## src/rtl/systolic_seq_ctrl.sv

```systemverilog
// Sequencer for a linear systolic chain: loads N weights, streams samples,
// and tags returning beats so only genuine results leave as valid.
module systolic_seq_ctrl #(
  parameter int N     = 4,
  parameter int W     = 32,
  parameter int LEN_W = 16
) (
  input  logic             clk,
  input  logic             rst,
  input  logic             start,
  input  logic [LEN_W-1:0] cfg_len,
  input  logic             wgt_valid,
  output logic             wgt_ready,
  input  logic [W-1:0]     wgt_data,
  input  logic             smp_valid,
  output logic             smp_ready,
  input  logic [W-1:0]     smp_c,
  input  logic [W-1:0]     smp_x,
  output logic [W-1:0]     arr_c,
  output logic [W-1:0]     arr_x,
  output logic             arr_s,
  input  logic [W-1:0]     arr_x_ret,
  output logic [W-1:0]     res_data,
  output logic             res_valid,
  output logic             res_last,
  output logic             busy,
  output logic             done
);

  localparam logic [1:0] IDLE  = 2'd0;
  localparam logic [1:0] LOAD  = 2'd1;
  localparam logic [1:0] RUN   = 2'd2;
  localparam logic [1:0] DRAIN = 2'd3;

  localparam int WC_W = (N > 1) ? $clog2(N) : 1;
  localparam int DC_W = $clog2(N + 2);
  localparam logic [WC_W-1:0] W_LAST = WC_W'(N - 1);
  localparam logic [DC_W-1:0] D_LAST = DC_W'(N + 1);

  logic [1:0]       state;
  logic [1:0]       state_nxt;
  logic [WC_W-1:0]  wcnt;
  logic [LEN_W-1:0] scnt;
  logic [LEN_W-1:0] len;
  logic [DC_W-1:0]  dcnt;
  logic [N:0]       tag_v;
  logic [N:0]       tag_l;

  logic wgt_hs;
  logic smp_hs;
  logic last_hs;

  assign wgt_ready = (state == LOAD);
  assign smp_ready = (state == RUN);
  assign busy      = (state != IDLE);

  assign wgt_hs  = wgt_ready && wgt_valid;
  assign smp_hs  = smp_ready && smp_valid;
  assign last_hs = smp_hs && (scnt == len - LEN_W'(1));

  // Drain lasts N+1 cycles past the final beat so done lands at a fixed offset
  assign done = (state == DRAIN) && (dcnt == D_LAST) && (tag_v == '0);

  assign res_valid = tag_v[N];
  assign res_last  = tag_l[N];
  assign res_data  = tag_v[N] ? arr_x_ret : '0;

  always_comb begin
    state_nxt = state;
    unique case (state)
      IDLE:    if (start) state_nxt = LOAD;
      LOAD:    if (wgt_hs && wcnt == W_LAST)
                 state_nxt = (len == '0) ? DRAIN : RUN;
      RUN:     if (last_hs) state_nxt = DRAIN;
      DRAIN:   if (done) state_nxt = IDLE;
      default: state_nxt = IDLE;
    endcase
  end

  always_ff @(posedge clk) begin
    if (rst) begin
      state <= IDLE;
      wcnt  <= '0;
      scnt  <= '0;
      len   <= '0;
      dcnt  <= '0;
      tag_v <= '0;
      tag_l <= '0;
      arr_s <= 1'b0;
      arr_c <= '0;
      arr_x <= '0;
    end else begin
      state <= state_nxt;
      if (state == IDLE && start) len <= cfg_len;

      if (state != LOAD)
        wcnt <= '0;
      else if (wgt_hs)
        wcnt <= (wcnt == W_LAST) ? '0 : wcnt + WC_W'(1);

      if (state != RUN)
        scnt <= '0;
      else if (smp_hs)
        scnt <= scnt + LEN_W'(1);

      if (state != DRAIN)
        dcnt <= '0;
      else if (dcnt != D_LAST)
        dcnt <= dcnt + DC_W'(1);

      tag_v <= {tag_v[N-1:0], smp_hs};
      tag_l <= {tag_l[N-1:0], last_hs};

      if (wgt_hs) begin
        arr_s <= 1'b1;
        arr_c <= '0;
        arr_x <= wgt_data;
      end else if (smp_hs) begin
        arr_s <= 1'b0;
        arr_c <= smp_c;
        arr_x <= smp_x;
      end else begin
        arr_s <= 1'b0;
        arr_c <= '0;
        arr_x <= '0;
      end
    end
  end

endmodule

```

## config.mk

```make
export PLATFORM = sky130hd
export DESIGN_NAME = systolic_seq_ctrl
export DESIGN_NICKNAME = d
export VERILOG_FILES = /design/src/rtl/systolic_seq_ctrl.sv
export SDC_FILE = /design/constraint.sdc
export NUM_CORES = 1
export LEC_CHECK = 0
export CELL_PAD_IN_SITES_DETAIL_PLACEMENT = 0
export CELL_PAD_IN_SITES_GLOBAL_PLACEMENT = 1
export CORE_MARGIN = 2
export CORE_UTILIZATION = 30
export CTS_CLUSTER_DIAMETER = 150
export DETAILED_ROUTE_END_ITERATION = 12
export HOLD_SLACK_MARGIN = 0.06
export PLACE_DENSITY = 0.85
export SYNTH_ARGS = -nofsm -noshare
export SYNTH_HDL_FRONTEND = slang
export SYNTH_SLANG_ARGS = --single-unit
```

## constraint.sdc

```tcl
create_clock -name clk -period 3.68 [get_ports clk]
set_input_delay 0.368 -clock clk [delete_from_list [all_inputs] [get_ports clk]]
set_output_delay 0.368 -clock clk [all_outputs]
set_load 0.02 [all_outputs]
```

Yosys cells after proc, flatten, opt, wreduce, memory -nomap -nowiden. Cells that the tools add are included.

$add $sub $neg: 4. Equal/unequal tests: 14. Mux-type cells: 11. Bitwise gates (word level): 1. Reduce and logical (&&, ||, !) cells: 16.

Operator list (number): 2-to-1 mux 32 bit (3); adder 16 x 1 -> 16 bit (second input constant) (1); equality test 16 bit (1); zero test 16 bit (1); subtractor 16 x 1 -> 16 bit (second input constant) (1); 2-to-1 mux 2 bit (5); != test 2 bit (second input constant) (4); one-hot mux 2 bit (4 select lines) (1); logical AND 1 bit (7); equality test 2 bit (second input constant) (3); != test 2 x 1 -> 1 bit (second input constant) (3); OR reduction 2 bit (3); zero test 5 bit (1); AND reduction 4 bit (1); adder 3 x 1 -> 3 bit (second input constant) (1); equality test 3 bit (second input constant) (1); != test 3 bit (second input constant) (1); OR reduction 3 bit (1); adder 2 x 1 -> 2 bit (second input constant) (1); equality test 2 x 1 -> 1 bit (second input constant) (1); zero test 2 bit (1); 2-to-1 mux 1 bit (2); nonzero test 2 bit (1); inverter 1 bit (1).

Register bits after elaboration: 114. Input bits: 149. Word-level logic and storage cells: 56.

Longest topological paths before layout.
Word-level depth: 5. Gate-level depth with buffers: 10. Depth with buffers taken out: 10.

Worst setup path before layout. No wires, ideal clock.

Path kind: flip-flop to flip-flop. Start: reg state[0]. End: reg state[0]. Arrival time: 2.498 ns. Slack: 1.102 ns. Cell stages (with the launch flop): 11. Buffers on the path: 0. Clock period less this slack: 2.578 ns. Path through: dfxtp_1 > inv_1 > ha_1 > and2_1 > nand3_1 > a311o_2 > a221o_1 > nor4b_2 > nand3_1 > o41a_1 > a211oi_2.

Cells in the longest elaborated chain, start to end: 5.

RTL lines: start, declared (RTL line 40) `logic [1:0] state;`; start signal, assigned (RTL line 93) `state <= state_nxt;`; equality test 2 bit (*) (RTL line 54) `assign smp_ready = (state == RUN);`; net smp_ready (RTL line 16) `output logic smp_ready,`; logical AND 1 bit (RTL line 58) `assign smp_hs = smp_ready && smp_valid;`; logical AND 1 bit (RTL line 59) `assign last_hs = smp_hs && (scnt == len - LEN_W'(1));`; != test 2 x 1 -> 1 bit (no line); AND reduction 4 bit (no line).

Mark *: on every way through the listed nets, which the timed path passes. The rest lies on a longest branch. A chain may end at the register's enable or synchronous reset.

Worst setup path in the final report.
Start: reg state[0]. End: reg state[0].

Cells in the longest elaborated chain, start to end: 5.

RTL lines (RTL line): equality test 2 bit, or another cell as far along (62, 70); logical AND 1 bit (on tied branches) (62, 57, 58); logical AND 1 bit (on tied branches) (62, 59, 72); != test 2 bit (no line) / != test 2 x 1 -> 1 bit (equally long branches); AND reduction 4 bit (no line).

Parallel ways exist; a longest one is shown, timed or not.

==> impl_metrics.toml <==
[timing]
rsz0062_at_grt = "no"
fin_setup_tns_ns = 0
period_share_pct = 76.2
finalSetupViolCount = 0
min_period_ns = 2.80
fin_skew_ns = 0.00979
whs_ns = 0.440
finalWorstSetupSlack_ns = 0.877
slew_headroom_pct = 32.2
final_max_slew_viol_count = 0
max_freq_ghz = 0.357
worst_pin_slew_ns = 1.01
finalHoldViolCount = 0

[global_routing]
grt_pass1_vias = 4571
grt_pass1_wl_um = 22100
grtUsageTotal_pct = 17.2
grt_overflow = 0
grt_max_degree = 65
antenna_found_initial = 0

[synthesis]
synth-main-ff-cell = "dfxtp_1"
synth-simple-area-share_pct = 25.3
synthesis.area_sq_mm = 0.00465
synth_compound_area_share_pct = 12.8
synth.avg_cell_area_sq_um = 9.27
yosys-mux-area-fraction_pct = 0.646
synth-xor-area-share_pct = 6.21
ys_ff_latch = 114
synthAdderAreaFrac_pct = 2.96
synth_edf_count = 0
syn_inst = 502
synth_top_family_by_area = "simple AND/OR/NAND/NOR gates"
synthArstFlopShare_pct = 0
ys_warn_count = 0
ys_types = 49
syn_nets = 662
yosysSeqAreaShare_pct = 49.1

[run_status]
status = "finished clean"

[setup_path]
critPathMaxFanout = 5
worstPathArrival_ns = 3.13
start_kind = "flop"
worstSetupEndpointType = "flop"
path_class = "flop to flop"
cp.required_ns = 4.01

[cells_and_area]
layout_common_cells = "clkdlybuf4s50_1 (251), dfxtp_1 (114), and2_1 (65)"
drive_gt1_share_pct = 6.15
stdcell_area_sq_mm = 0.00793
final_common_cell = "clkdlybuf4s50_1"
diodes = 0
area_delta_synth_final_pct = 70.4
final_nets = 911

[detailed_routing]
wl_um = 14500
dr_wl_met3_um = 1530
routedLengthMet1_um = 5480
drcViolationCount = 0
antenna_left = 0
met2_length_um = 7250
drtIter0Drc = 166
avgViaCountPerCell = 4.68
drtPass1Iterations = 4
top_layer_used = "met4"
routedWlPerCell_um = 15.2
vias = 4454

[placement]
dp_slack_ns = 0.707
dp.final_hpwl_um = 10900
place_area_sq_mm = 0.00734
gp_congestion = 0.811
io_buffers = 251

[clock_tree]
cts.htree.levels = 4
ctsResizeCount = 0
cts_sinks = 114
cts_setup_buffers = 0
clock-root-buffer = "clkbuf_16"
clk_pin_slew_ns = 0.06
cts_buffers = 17
insertion_delay_ns = 0.42
cts_tree = "built"
cts_buffer_depth = 2
hold_buffers = 0

[min_path]
hold_class = "flop to flop"

[floorplanning]
core_area_sq_mm = 0.0152
pin_count = 252
rows = 45
fp.dieW_um = 129
start_util_pct = 30.6
dieHeight_um = 129
die_area_sq_mm = 0.0165

[run]
max_cap_violations = 0

[power_and_ir_drop]
cellLeakagePower_nw = 3.03
finalPower_mw = 4.18
powerDensity_mw_per_mm2 = 527
vdd_ir_drop_max_mv = 0.411
synth_stat cells (2+ instances only):
| library cell | instances | area share, % |
|---|---|---|
| a211oi_1 | 3 | 0.48 |
| a21oi_1 | 24 | 2.6 |
| a22o_1 | 32 | 6.0 |
| a31oi_1 | 2 | 0.27 |
| and2_1 | 65 | 8.7 |
| and3_1 | 5 | 0.67 |
| and3_2 | 2 | 0.32 |
| buf_1 | 2 | 0.16 |
| clkbuf_1 | 21 | 1.7 |
| dfxtp_1 | 114 | 49 |
| ha_1 | 11 | 3.0 |
| inv_1 | 13 | 1.0 |
| mux2i_1 | 3 | 0.65 |
| nand2_1 | 53 | 4.3 |
| nand2b_1 | 6 | 0.81 |
| nand3_1 | 6 | 0.65 |
| nand4_1 | 8 | 1.1 |
| nor2_1 | 41 | 3.3 |
| nor2b_1 | 10 | 1.3 |
| nor3_1 | 11 | 1.2 |
| nor3b_1 | 3 | 0.48 |
| o21ai_0 | 6 | 0.65 |
| or3_1 | 4 | 0.54 |
| xnor2_1 | 16 | 3.0 |
| xor2_1 | 17 | 3.2 |
flip-flops by register name, indices dropped and copies added, names as in the netlist:
signal / cells
tag_l: 5
arr_c: 32
len: 16
tag_v: 5
scnt: 16
dcnt: 3
state: 2
arr_s: 1
wcnt: 2
arr_x: 32
power breakdown:
group | internal [mW] | total (mW) | switching, mW
sequential | 1.34 | 1.42 | 0.0840
clock | 0.968 | 1.61 | 0.645
combinational | 0.558 | 1.14 | 0.582
layout make-up:
| type | instances | area [sq um] |
|---|---|---|
| clock buffers | 18 | 439 |
| flip-flops and latches | 114 | 2280 |
| repair buffers | 254 | 2530 |
| well taps | 188 | 235 |
| multi-input cells | 351 | 2240 |
| clock inverters | 14 | 145 |
| fillers | 1357 | 7280 |
| inverters | 13 | 48.8 |
layer usage:
| layer | vias to the layer above | GRT usage [%] |
|---|---|---|
| met5 | - | 0 |
| met3 | 20 | 8.57 |
| met1 | 2042 | 17.6 |
| met4 | 0 | 5.63 |
| met2 | 195 | 30.8 |
| li1 | 2197 | - |
logic make-up (layout without fill, tap and decap cells):
kind of cell,Yosys count,in the layout
compound gates,81,81
xor+xnor,33,33
fa+ha+maj,11,11
buf+inv,37,299
flops,114,114
mux,3,3
simple gates,223,223
worst max-delay path, stage by stage (launching register included):
cell,delay [ns]
dfxtp_1,0.35
inv_1,0.14
ha_1,0.27
and2_1,0.26
nand3_1,0.13
a311o_2,0.34
a221o_1,0.28
nor4b_2,0.21
nand3_1,0.15
o41a_1,0.40
a211oi_2,0.20
stage by stage:
step | instances | utilization [%]
finish | 952 | 52.1
CTS | 952 | 52.1
floorplan | 502 | -
detailed placement | 920 | 48.3
global route | 952 | 52.1
global placement | 920 | 48.3
final timing paths:
check / start / end / slack [ns] / cells after the start
worst max-delay path: state[0] / state[0] / 0.88 / 10
worst min-delay path: tag_l[3] / tag_l[4] / 0.44 / 1
worst max register to register: state[0] / state[0] / 0.88 / 10
worst min register to register: tag_l[3] / tag_l[4] / 0.44 / 1
(Power assumes the default switching activity.)
